==> src/rtl/command_encoder.sv <==
`default_nettype none
// +----------------------------------------------------------------------------+
// | Module  : command_encoder                                                  |
// | Brief   : Packs instruction fields into 16-bit COMMAND words, drops illegal |
// |           sets, buffers legal words and emits them with sequential addrs. |
// | Revision: 1.0 - initial release                                            |
// +----------------------------------------------------------------------------+
module command_encoder #(
  parameter int DEPTH  = 4,
  parameter int ADDR_W = 8
) (
  input  logic              clk,
  input  logic              rst,
  input  logic              in_valid,
  output logic              in_ready,
  input  logic [1:0]        fmt,
  input  logic [2:0]        f_op2,
  input  logic [2:0]        f_ra,
  input  logic [2:0]        f_rb,
  input  logic [3:0]        f_op3,
  input  logic [7:0]        f_imm,
  input  logic              load_addr,
  input  logic [ADDR_W-1:0] start_addr,
  output logic              out_valid,
  input  logic              out_ready,
  output logic [15:0]       out_cmd,
  output logic [ADDR_W-1:0] out_addr,
  output logic              err,
  output logic [7:0]        err_count,
  output logic              done
);

  localparam int                 c_ptr_w      = (DEPTH > 1) ? $clog2(DEPTH) : 1;
  localparam logic [c_ptr_w:0]   c_full_count = (c_ptr_w + 1)'(DEPTH);

  logic [15:0]        r_mem [DEPTH];
  logic [c_ptr_w-1:0] r_wr_ptr;
  logic [c_ptr_w-1:0] r_rd_ptr;
  logic [c_ptr_w:0]   r_count;
  logic [ADDR_W-1:0]  r_addr;
  logic               r_halt_seen;
  logic               r_done;
  logic               r_err;
  logic [7:0]         r_err_count;

  logic [15:0]        w_cmd;
  logic               w_legal;
  logic               w_is_hlt;
  logic               w_full;
  logic               w_xfer;
  logic               w_push;
  logic               w_pop;
  logic [15:0]        w_head;
  logic               w_head_is_hlt;

  // Field packing and legality for the incoming set
  always_comb begin
    w_cmd    = {fmt, 14'd0};
    w_legal  = 1'b1;
    w_is_hlt = 1'b0;
    case (fmt)
      2'b00, 2'b01: begin
        w_cmd[13:0] = {f_ra, f_rb, f_imm};
      end
      2'b10: begin
        w_cmd[13:11] = f_op2;
        w_cmd[10:8]  = (f_op2 == 3'b100) ? 3'b000 : f_rb;
        w_cmd[7:0]   = f_imm;
        w_legal      = (f_op2 == 3'b000) || (f_op2 == 3'b001) ||
                       (f_op2 == 3'b100) || (f_op2 == 3'b111);
      end
      default: begin
        w_cmd[13:11] = f_ra;
        w_cmd[10:8]  = f_rb;
        w_cmd[7:4]   = f_op3;
        w_cmd[3:0]   = (f_op3[3:2] == 2'b10) ? f_imm[3:0] : 4'h0;
        w_legal      = (f_op3 != 4'b0111) && (f_op3 != 4'b1110);
        w_is_hlt     = (f_op3 == 4'b1111);
      end
    endcase
  end

  // in_ready depends only on registered state, never on out_ready
  assign w_full   = (r_count == c_full_count);
  assign in_ready = !w_full && !r_halt_seen;
  assign w_xfer   = in_valid && in_ready;
  assign w_push   = w_xfer && w_legal;

  assign out_valid     = (r_count != '0);
  assign w_head        = r_mem[r_rd_ptr];
  assign w_pop         = out_valid && out_ready;
  assign w_head_is_hlt = (w_head[15:14] == 2'b11) && (w_head[7:4] == 4'hF);

  assign out_cmd   = out_valid ? w_head : 16'h0000;
  assign out_addr  = r_addr;
  assign err       = r_err;
  assign err_count = r_err_count;
  assign done      = r_done;

  // Storage array carries no reset; occupancy gates everything visible
  always_ff @(posedge clk) begin
    if (w_push) begin
      r_mem[r_wr_ptr] <= w_cmd;
    end
  end

  always_ff @(posedge clk or posedge rst) begin
    if (rst) begin
      r_wr_ptr <= '0;
      r_rd_ptr <= '0;
      r_count  <= '0;
    end else begin
      if (w_push) begin
        r_wr_ptr <= r_wr_ptr + 1'b1;
      end
      if (w_pop) begin
        r_rd_ptr <= r_rd_ptr + 1'b1;
      end
      case ({w_push, w_pop})
        2'b10:   r_count <= r_count + 1'b1;
        2'b01:   r_count <= r_count - 1'b1;
        default: r_count <= r_count;
      endcase
    end
  end

  // A load coincident with a pop wins: the popped word keeps the old address
  always_ff @(posedge clk or posedge rst) begin
    if (rst) begin
      r_addr      <= '0;
      r_halt_seen <= 1'b0;
      r_done      <= 1'b0;
    end else if (load_addr) begin
      r_addr      <= start_addr;
      r_halt_seen <= 1'b0;
      r_done      <= 1'b0;
    end else begin
      if (w_pop) begin
        r_addr <= r_addr + 1'b1;
      end
      if (w_push && w_is_hlt) begin
        r_halt_seen <= 1'b1;
      end
      if (w_pop && w_head_is_hlt) begin
        r_done <= 1'b1;
      end
    end
  end

  always_ff @(posedge clk or posedge rst) begin
    if (rst) begin
      r_err       <= 1'b0;
      r_err_count <= 8'h00;
    end else begin
      r_err <= w_xfer && !w_legal;
      if (w_xfer && !w_legal && (r_err_count != 8'hFF)) begin
        r_err_count <= r_err_count + 1'b1;
      end
    end
  end

endmodule
`default_nettype wire

==> config.mk <==
export PLATFORM = sky130hd
export DESIGN_NAME = command_encoder
export DESIGN_NICKNAME = d
export VERILOG_FILES = /design/src/rtl/command_encoder.sv
export SDC_FILE = /design/constraint.sdc
export NUM_CORES = 1
export LEC_CHECK = 0
export ABC_CLOCK_PERIOD_IN_PS = 3200
export BUFFER_PORTS_ARGS = -buffer_cell sky130_fd_sc_hd__clkbuf_2
export CAP_MARGIN = 20
export CORE_ASPECT_RATIO = 1.1
export CORE_MARGIN = 5
export CORE_UTILIZATION = 25
export CTS_BUF_LIST = sky130_fd_sc_hd__clkbuf_16
export CTS_CLUSTER_SIZE = 30
export DETAILED_ROUTE_END_ITERATION = 12
export GPL_TIMING_DRIVEN = 0
export PLACE_DENSITY_LB_ADDON = 0.05
export SYNTH_ARGS = -nofsm -noshare
export SYNTH_HDL_FRONTEND = slang
export SYNTH_SLANG_ARGS = --single-unit
==> constraint.sdc <==
create_clock -name clk -period 3.2 [get_ports clk]
set_input_delay 0.64 -clock clk [delete_from_list [all_inputs] [get_ports clk]]
set_output_delay 0.64 -clock clk [all_outputs]
set_load 0.02 [all_outputs]
==> results of run 1 <==
## metrics by stage
stage          power (W)  area, µm²  hold WS [ns]
4_1_cts          0.00429       4910         0.336
3_5_place_dp     0.00316       4610         0.497
2_1_floorplan    0.00264       3980         0.469
6_report         0.00420       4910         0.325
5_1_grt          0.00446       4910         0.379
3_3_place_gp     0.00314       4580         0.492
## cell type report
type	count	area (µm²)
tap	200	250
fill	1584	10800
multi-input combinational	153	1330
sequential	90	2570
clock inverter	6	81.3
buffer	10	45.0
clock buffer	9	225
inverter	9	33.8
timing repair buffer	71	378
## placed cells by master (no fill, tap or decap), types with 6 or more instances in the layout
master and n:
inv_1 9, mux2_2 6, nand2_1 23, ha_1 7, edfxtp_1 64, nor2b_1 7, xnor2_1 11, clkbuf_16 9
clkbuf_2 70, buf_2 6, and2_1 20, o21ai_0 10, nor2_1 7, xor2_1 10, mux4_2 16, dfrtp_1 26
## flip-flops by register name, summed over array words and instances (netlist names)
name,count
r_wr_ptr,2
r_halt_seen,1
done,1
err_count,8
out_addr,8
r_rd_ptr,2
r_count,3
err,1
r_mem,64
## worst paths after layout
| kind | end | start | cells past startpoint | slack [ns] |
|---|---|---|---|---|
| min | out_addr[7] | rst | 2 | 0.33 |
| min reg2reg | err_count[7] | err_count[7] | 1 | 0.50 |
| max | out_cmd[13] | r_rd_ptr[0] | 5 | 0.28 |
| max in group asynchronous | r_wr_ptr[0] | rst | 3 | 2.39 |
| min in group clk | err_count[7] | err_count[7] | 1 | 0.50 |
| max reg2reg | r_mem[1][2] | r_count[2] | 5 | 0.65 |
## power by group through the flow
stage / sequential (W) / clock (W) / combinational (W)
finish: 0.00161 / 0.00112 / 0.00147
global placement: 0.00163 / 0 / 0.00151
floorplan: 0.00165 / 0 / 0.000989
detailed placement: 0.00164 / 0 / 0.00152
CTS: 0.00161 / 0.00115 / 0.00153
global route: 0.00164 / 0.00120 / 0.00162
## layer usage
| layer | global-route usage | routed length, µm |
|---|---|---|
| met2 | 0.175 | 4750 |
| met4 | 0.0492 | 182 |
| met5 | 0 | 0 |
| met3 | 0.0203 | 305 |
| met1 | 0.136 | 4130 |
## cell families after synthesis
logic type	Yosys count
DFF	90
xor gates and xnor gates	21
and+or+nand+nor	82
AOI/OAI and AO/OA	17
adders and majority gates	8
muxes	25
buffers and inverters	19
## critical path, stage by stage (launching register included)
cell and delay [ns]:
dfrtp_1 0.31, buf_2 0.30, buf_2 0.43, mux4_2 0.55
and2_1 0.19, clkbuf_2 0.16
==> metrics list, run 1 <==
- The run finished with clean final reports.
- Summed over all instances, the cell type with the most area after synthesis is edfxtp_1.
- After routing, the total negative slack on setup checks comes to 0 ns.
- Synthesized-area fraction occupied by adder cells: 0.0270
* Routability-driven placement congestion ratio: 0.679
- Parity-gate share of the synthesized area counting xor and xnor cells: 0.0462
* Pins Over Slew Limit: 0
- Pleak: 1.91 nW
* RSZ-0062 raised after global routing: no
* Max-cap check violation count: 0
- The synthesized design contains 90 register bits.
* Via density: between 4 and 5
- By instance count, the leading cell after synthesis is edfxtp_1.
- TritonCTS Buffers: 9
- Counting flops with an async set or reset pin after synthesis yields a share of 0.289.
* Wirelength, routed: 9370 µm
- Fraction of power consumed by combinational cells: 0.350
- Number of primary I/O pins: 72
* Worst path required time: about 2.6 ns
- The worst setup path is launched from a flop.
- IO buf count: 70
- DRC violations left: 0
- Resized cells post-CTS: 0
* Syn avg cell area: 15.2 µm²
- The number of antenna violations at the first check in global routing came to 0.
* Number of setup violations in the final report: 0
- The via count of the first global-routing pass is 2584.
- Die boundary height: 142 µm
- Of the total power, the share spent switching nets is 0.339.
* Drt first-iter violations: 65
- Of the post-synthesis cell area, the dominant cell type holds 0.483.
- Dividing total power by cell area gives a power density of 855 nW/µm².
* Post-CTS Hold Fix Bufs: 0
- Counting tap cells, the placed design contains a total of about 530 instances.
- HPWL after detailed placement: 6420 µm
- Cell chosen for the clock root: clkbuf_16
- Actual transition at the worst max-transition pin: 0.963 ns
- Ranked by instance count, the synthesized netlist is headed by edfxtp_1 (64), dfrtp_1 (26), nand2_1 (23).
- The core region is between 15000 and 20000 µm².
- The share of the synthesized area in compound gates (AO/OA/AOI/OAI) was 0.0273.
- The synthesized netlist occupies a cell area of 3980 µm².
- Count of placed standard cells in the final layout, fillers left out: 548
- The synthesized design contains 64 enable-type register cells.
- Max transition margin: 0.358
- Across the VDD grid, the largest voltage drop is 0.260 mV.
* DIE AREA: 18500 µm²
- Highest attainable clock frequency: ~340 MHz
- Layout Utilization: 0.314
* Net Count, Synth: 306
- Counting distinct cell types in the post-synthesis netlist gives 40.
- In the final routed layout, each cell accounts on average for 17.1 µm.
- In this run the worst path has a maximum fanout of 10.
- Capturing element type of the critical path: output pin
- Pin count of the biggest net entering global routing: 17
* First-pass GRT wire length: about 15000 µm
- For this design, the sink count on the clock tree is 90.
* Worst Setup Slack post-DPL: 0.130 ns
- Largest family of logic cells by synthesized area: simple AND/OR/NAND/NOR gates
- The number of endpoints with negative hold slack in the final report is 0.
- Total iterations of the first detailed-routing run: 4
- Among all flip-flop cells after synthesis, the most frequent one is edfxtp_1.
* Endpoint arrival time on the critical path: 2.28 ns
- Of the total power, registers draw 0.383.
- Count of yosys warnings during synthesis: 0
- Clock-pin slew was measured on the worst setup and hold paths at 0.07 ns.
* Kind of critical path: flop to output pin
- Between clock sinks in the finished design, the worst skew comes to roughly 0.0078 ns.
* Net Sw Power: approximately 0.0014 W
- In this run the post-CTS setup repair buffer count came out at 0.
- Die width: around 130 µm
* Post-route antenna net violation count: 0
- Worst hold-check path type: primary input to async pin
* Share of final-layout standard cells stronger than drive strength 1: 0.330
- By area the synthesized netlist is led by edfxtp_1 (48%), dfrtp_1 (16%), mux4_2 (9.1%), and2_1 (3.1%), xnor2_1 (2.4%).
* Max Buffers Root-to-Sink: 2
- Routed vias: 2339
- The worst path meets setup with 0.284 ns of slack.
- Antenna diode count: 0
* Initial Utilization: 0.254
* Synthesis-to-layout area growth: 23.5%
- Part of the cycle the worst path needs: 0.911
- Site row count: 48
- Clock tree from TritonCTS: done
- Fraction of synthesized area in multiplexers: 0.115
- Of the synthesized area, sequential elements account for 0.646.
- Mapped Cells: roughly 260
* Layout Nets: 388
- Internal power component: 0.00278 W
- Across every metal layer, demand over resource in global routing totals 0.107.
- Clock latency on the worst-skew pair: 0.34 ns
- GR Overflow Total: 0
* Fraction of power consumed by the clock network: 0.267
* Simple logic cell fraction of the synthesized area: 0.118
* H-tree depth: 3
* Shortest period the worst path allows: 2.92 ns
(Power assumes the default switching activity.)
==> inputs of run 2 (changes only) <==
- RECOVER_POWER: default -> 100
==> metrics list, run 2 (synthesized netlist as in run 1, its figures left out) <==
* Max-cap check violation count: 0 (unchanged)
- Capturing element type of the critical path: output pin
- Maximum fanout count along the critical path: 10 (unchanged)
- Share of final-layout standard cells stronger than drive strength 1: 0.204 (-0.126)
- The part of the total power dissipated in combinational logic is 0.342 (-0.008).
- Counting stages on the worst path, the most repeated cell is buf_2.
- Register name with the most flops: r_mem
* Actual transition at the worst max-transition pin: 0.947 ns (-0.0156 ns)
- The leakage power summed over all cells was 1.79 nW (-6.4%).
- Endpoints failing hold: 0 (unchanged)
- The boundary pin count came to 72 (unchanged).
* Delay of the slowest cell on the worst path: 0.54 ns (about the same)
- RSZ-0062 raised after global routing: no
- Number of setup buffers added after CTS: 0 (unchanged)
- The relative contribution of the clock network to total power was 0.270 (+0.003).
- The routability congestion estimate from global placement was 0.679 (unchanged).
- Post-route antenna net violation count: 0 (unchanged)
- Kind of cell with the highest combined delay on the critical path: buffers and inverters
- The height of the die is 142 µm (unchanged).
- The run finished with clean final reports.
- The total clock buffers created by CTS was 9 (unchanged).
* Layout Nets: 388 (unchanged)
* Global router's overall resource usage: 0.107 (unchanged)
- Sw frac: 0.342 (+0.00252)
* First-pass GRT wire length: 14600 µm (unchanged)
* Max rail drop VDD: 0.258 mV (-0.71%)
- Met2 layer usage reported by global route: 0.175 (unchanged)
- Number of antenna violations at the first check in global routing: 0 (unchanged)
- Clock latency on the worst-skew pair: 0.34 ns (about the same)
- In this run the clock root is driven by a clkbuf_16.
- Critical R2R Launch: r_count[2]
- DRC violations left: 0 (unchanged)
- The total negative slack for setup checks came to 0 ns (unchanged).
- CP Capture Point: out_cmd[13]
* Clock tree from TritonCTS: done
* Levels on crit path: 5 (unchanged)
- Routed length per placed instance: 17.1 µm (-0.12%)
- The headroom to the max-slew limit was 0.369 (+0.0104).
- Drt first-iter violations: 78 (+20%)
* Crit Reg-Reg Endpoint: r_mem[0][10]
- The global routing stage identified its most utilized layer as met2.
- The die boundary width came to 130 µm (unchanged).
* Pins Over Slew Limit: 0 (unchanged)
- Worst hold-check path type: primary input to async pin
- The placed cell count was 533 (unchanged).
* Met1 track demand over resource: 0.136 (unchanged)
* HPWL after detailed placement: 6420 µm (unchanged)
* Wirelength, routed: 9360 µm (-0.12%)
- The critical path goes through buf_2 -> buf_2 -> mux4_2 -> and2_1 -> clkbuf_1.
* Highest attainable clock frequency: 343 MHz (-0.12%)
* Most common cell after layout, fill and taps aside: edfxtp_1
- The switching power of the nets came to 0.00141 W (-0.71%).
- CTS Sinks: 90 (unchanged)
- Via density: 4.30 (+0.68%)
- The post-cts gate resize count was 0 (unchanged).
- Antenna diode count: 0 (unchanged)
* Clock-pin slew reported for the worst setup and hold paths after clock tree synthesis: 0.07 ns (about the same)
- Endpoint arrival time on the critical path: 2.28 ns (about the same)
- Initial Utilization: 0.254 (unchanged)
- Worst Reg2Reg Path Length in Cells: 5 (unchanged)
* Commonest non-fill, non-tap cells in the layout: edfxtp_1 (64), clkbuf_1 (40), clkbuf_2 (38)
- The number of placement rows came to 48 (unchanged).
* Worst path required time: 2.56 ns (about the same)
- Internal power component: 0.00273 W (-1.8%)
- Flip-flop count of the largest register after layout: 64 (unchanged)
* Startpoint types: flop
* Part of the cycle the worst path needs: 0.912 (+0.00112)
* Final Total Pwr: 0.00414 W (-1.4%)
* Kind of critical path: flop to output pin
- The clock period minus final worst setup slack is 2.92 ns (+0.00357 ns).
- The slowest stage of the critical path is the mux4_2 cell.
- Number of setup violations in the final report: 0 (unchanged)
- The number of detailed-route iterations in the first pass was 4 (unchanged).
* DIE AREA: 18500 µm² (unchanged)
- The via count of the first global-routing pass came to 2584 (unchanged).
- IO buf count: 70 (unchanged)
* Worst setup path start: r_rd_ptr[0]
- The non-filler instance count after layout was 548 (unchanged).
- Routed vias: 2355 (+0.68%)
- H-tree depth: 3 (unchanged)
- Number of buffers and inverters on the critical path: 3 (unchanged)
- The power density relative to cell area is 858 nW/µm² (+0.32%).
* GR Overflow Total: 0 (unchanged)
- The met3 track demand over resource in global routing is 0.0203 (unchanged).
* Placeable core area: 15700 µm² (unchanged)
- Post-CTS Hold Fix Bufs: 0 (unchanged)
* Worst Clk Skew: 0.00823 ns (+0.000469 ns)
- Pin count of the biggest net entering global routing: 17 (unchanged)
- Synthesis-to-layout area growth: 21.3%
- The reg2reg setup slack was 0.52 ns (-0.13 ns).
* Max Buffers Root-to-Sink: 2 (unchanged)
* Sequential fraction of design power: 0.389 (+0.006)
-- run 2: changes by cell type in the layout (fill, tap and decap cells not counted), sizes merged --
cell / delta
buf: -5
clkbuf: +5
-- run 2: worst min path at each step --
| stage | start | to | depth (start not counted) |
|---|---|---|---|
| 2_1_floorplan | r_count[2] | r_count[2] | 1 |
| 3_3_place_gp | err_count[7] | err_count[7] | 1 |
| 3_5_place_dp | r_count[2] | r_count[2] | 1 |
| 4_1_cts | rst | out_addr[5] | 2 |
| 5_1_grt | rst | out_addr[5] | 2 |
| 6_report | rst | out_addr[7] | 2 |
-- run 2: power groups by stage --
| stage | registers [W] | logic (W) | clock network, W |
|---|---|---|---|
| after CTS | 0.00161 | 0.00153 | 0.00115 |
| final | 0.00161 | 0.00142 | 0.00112 |
| after global routing | 0.00164 | 0.00157 | 0.00120 |
| after detailed placement | 0.00164 | 0.00152 | 0 |
| after floorplan | 0.00165 | 0.000989 | 0 |
| after global placement | 0.00163 | 0.00151 | 0 |
-- run 2: cell type report --
cell class | instances | area, µm²
Fill cell | 1612 | 10800
Sequential cell | 90 | 2570
Multi-Input combinational cell | 153 | 1310
Timing Repair Buffer | 71 | 313
Tap cell | 200 | 250
Clock buffer | 9 | 225
Clock inverter | 6 | 81.3
Buffer | 10 | 42.5
Inverter | 9 | 33.8
-- run 2: routing by layer --
| layer | up-vias | wire length (µm) |
|---|---|---|
| li1 | 1124 | - |
| met1 | 1172 | 4120 |
| met2 | 48 | 4720 |
| met3 | 11 | 340 |
| met4 | 0 | 182 |
| met5 | - | 0 |
-- run 2: stage by stage --
step / utilization / area [µm²] / worst slack [ns] / hold slack, ns
floorplan: - / 3980 / 0.751 / 0.469
detailed placement: 0.294 / 4610 / 0.130 / 0.497
CTS: 0.314 / 4910 / 0.210 / 0.336
global route: 0.308 / 4830 / 0.105 / 0.336
global placement: 0.292 / 4580 / 0.116 / 0.492
finish: 0.308 / 4830 / 0.280 / 0.282
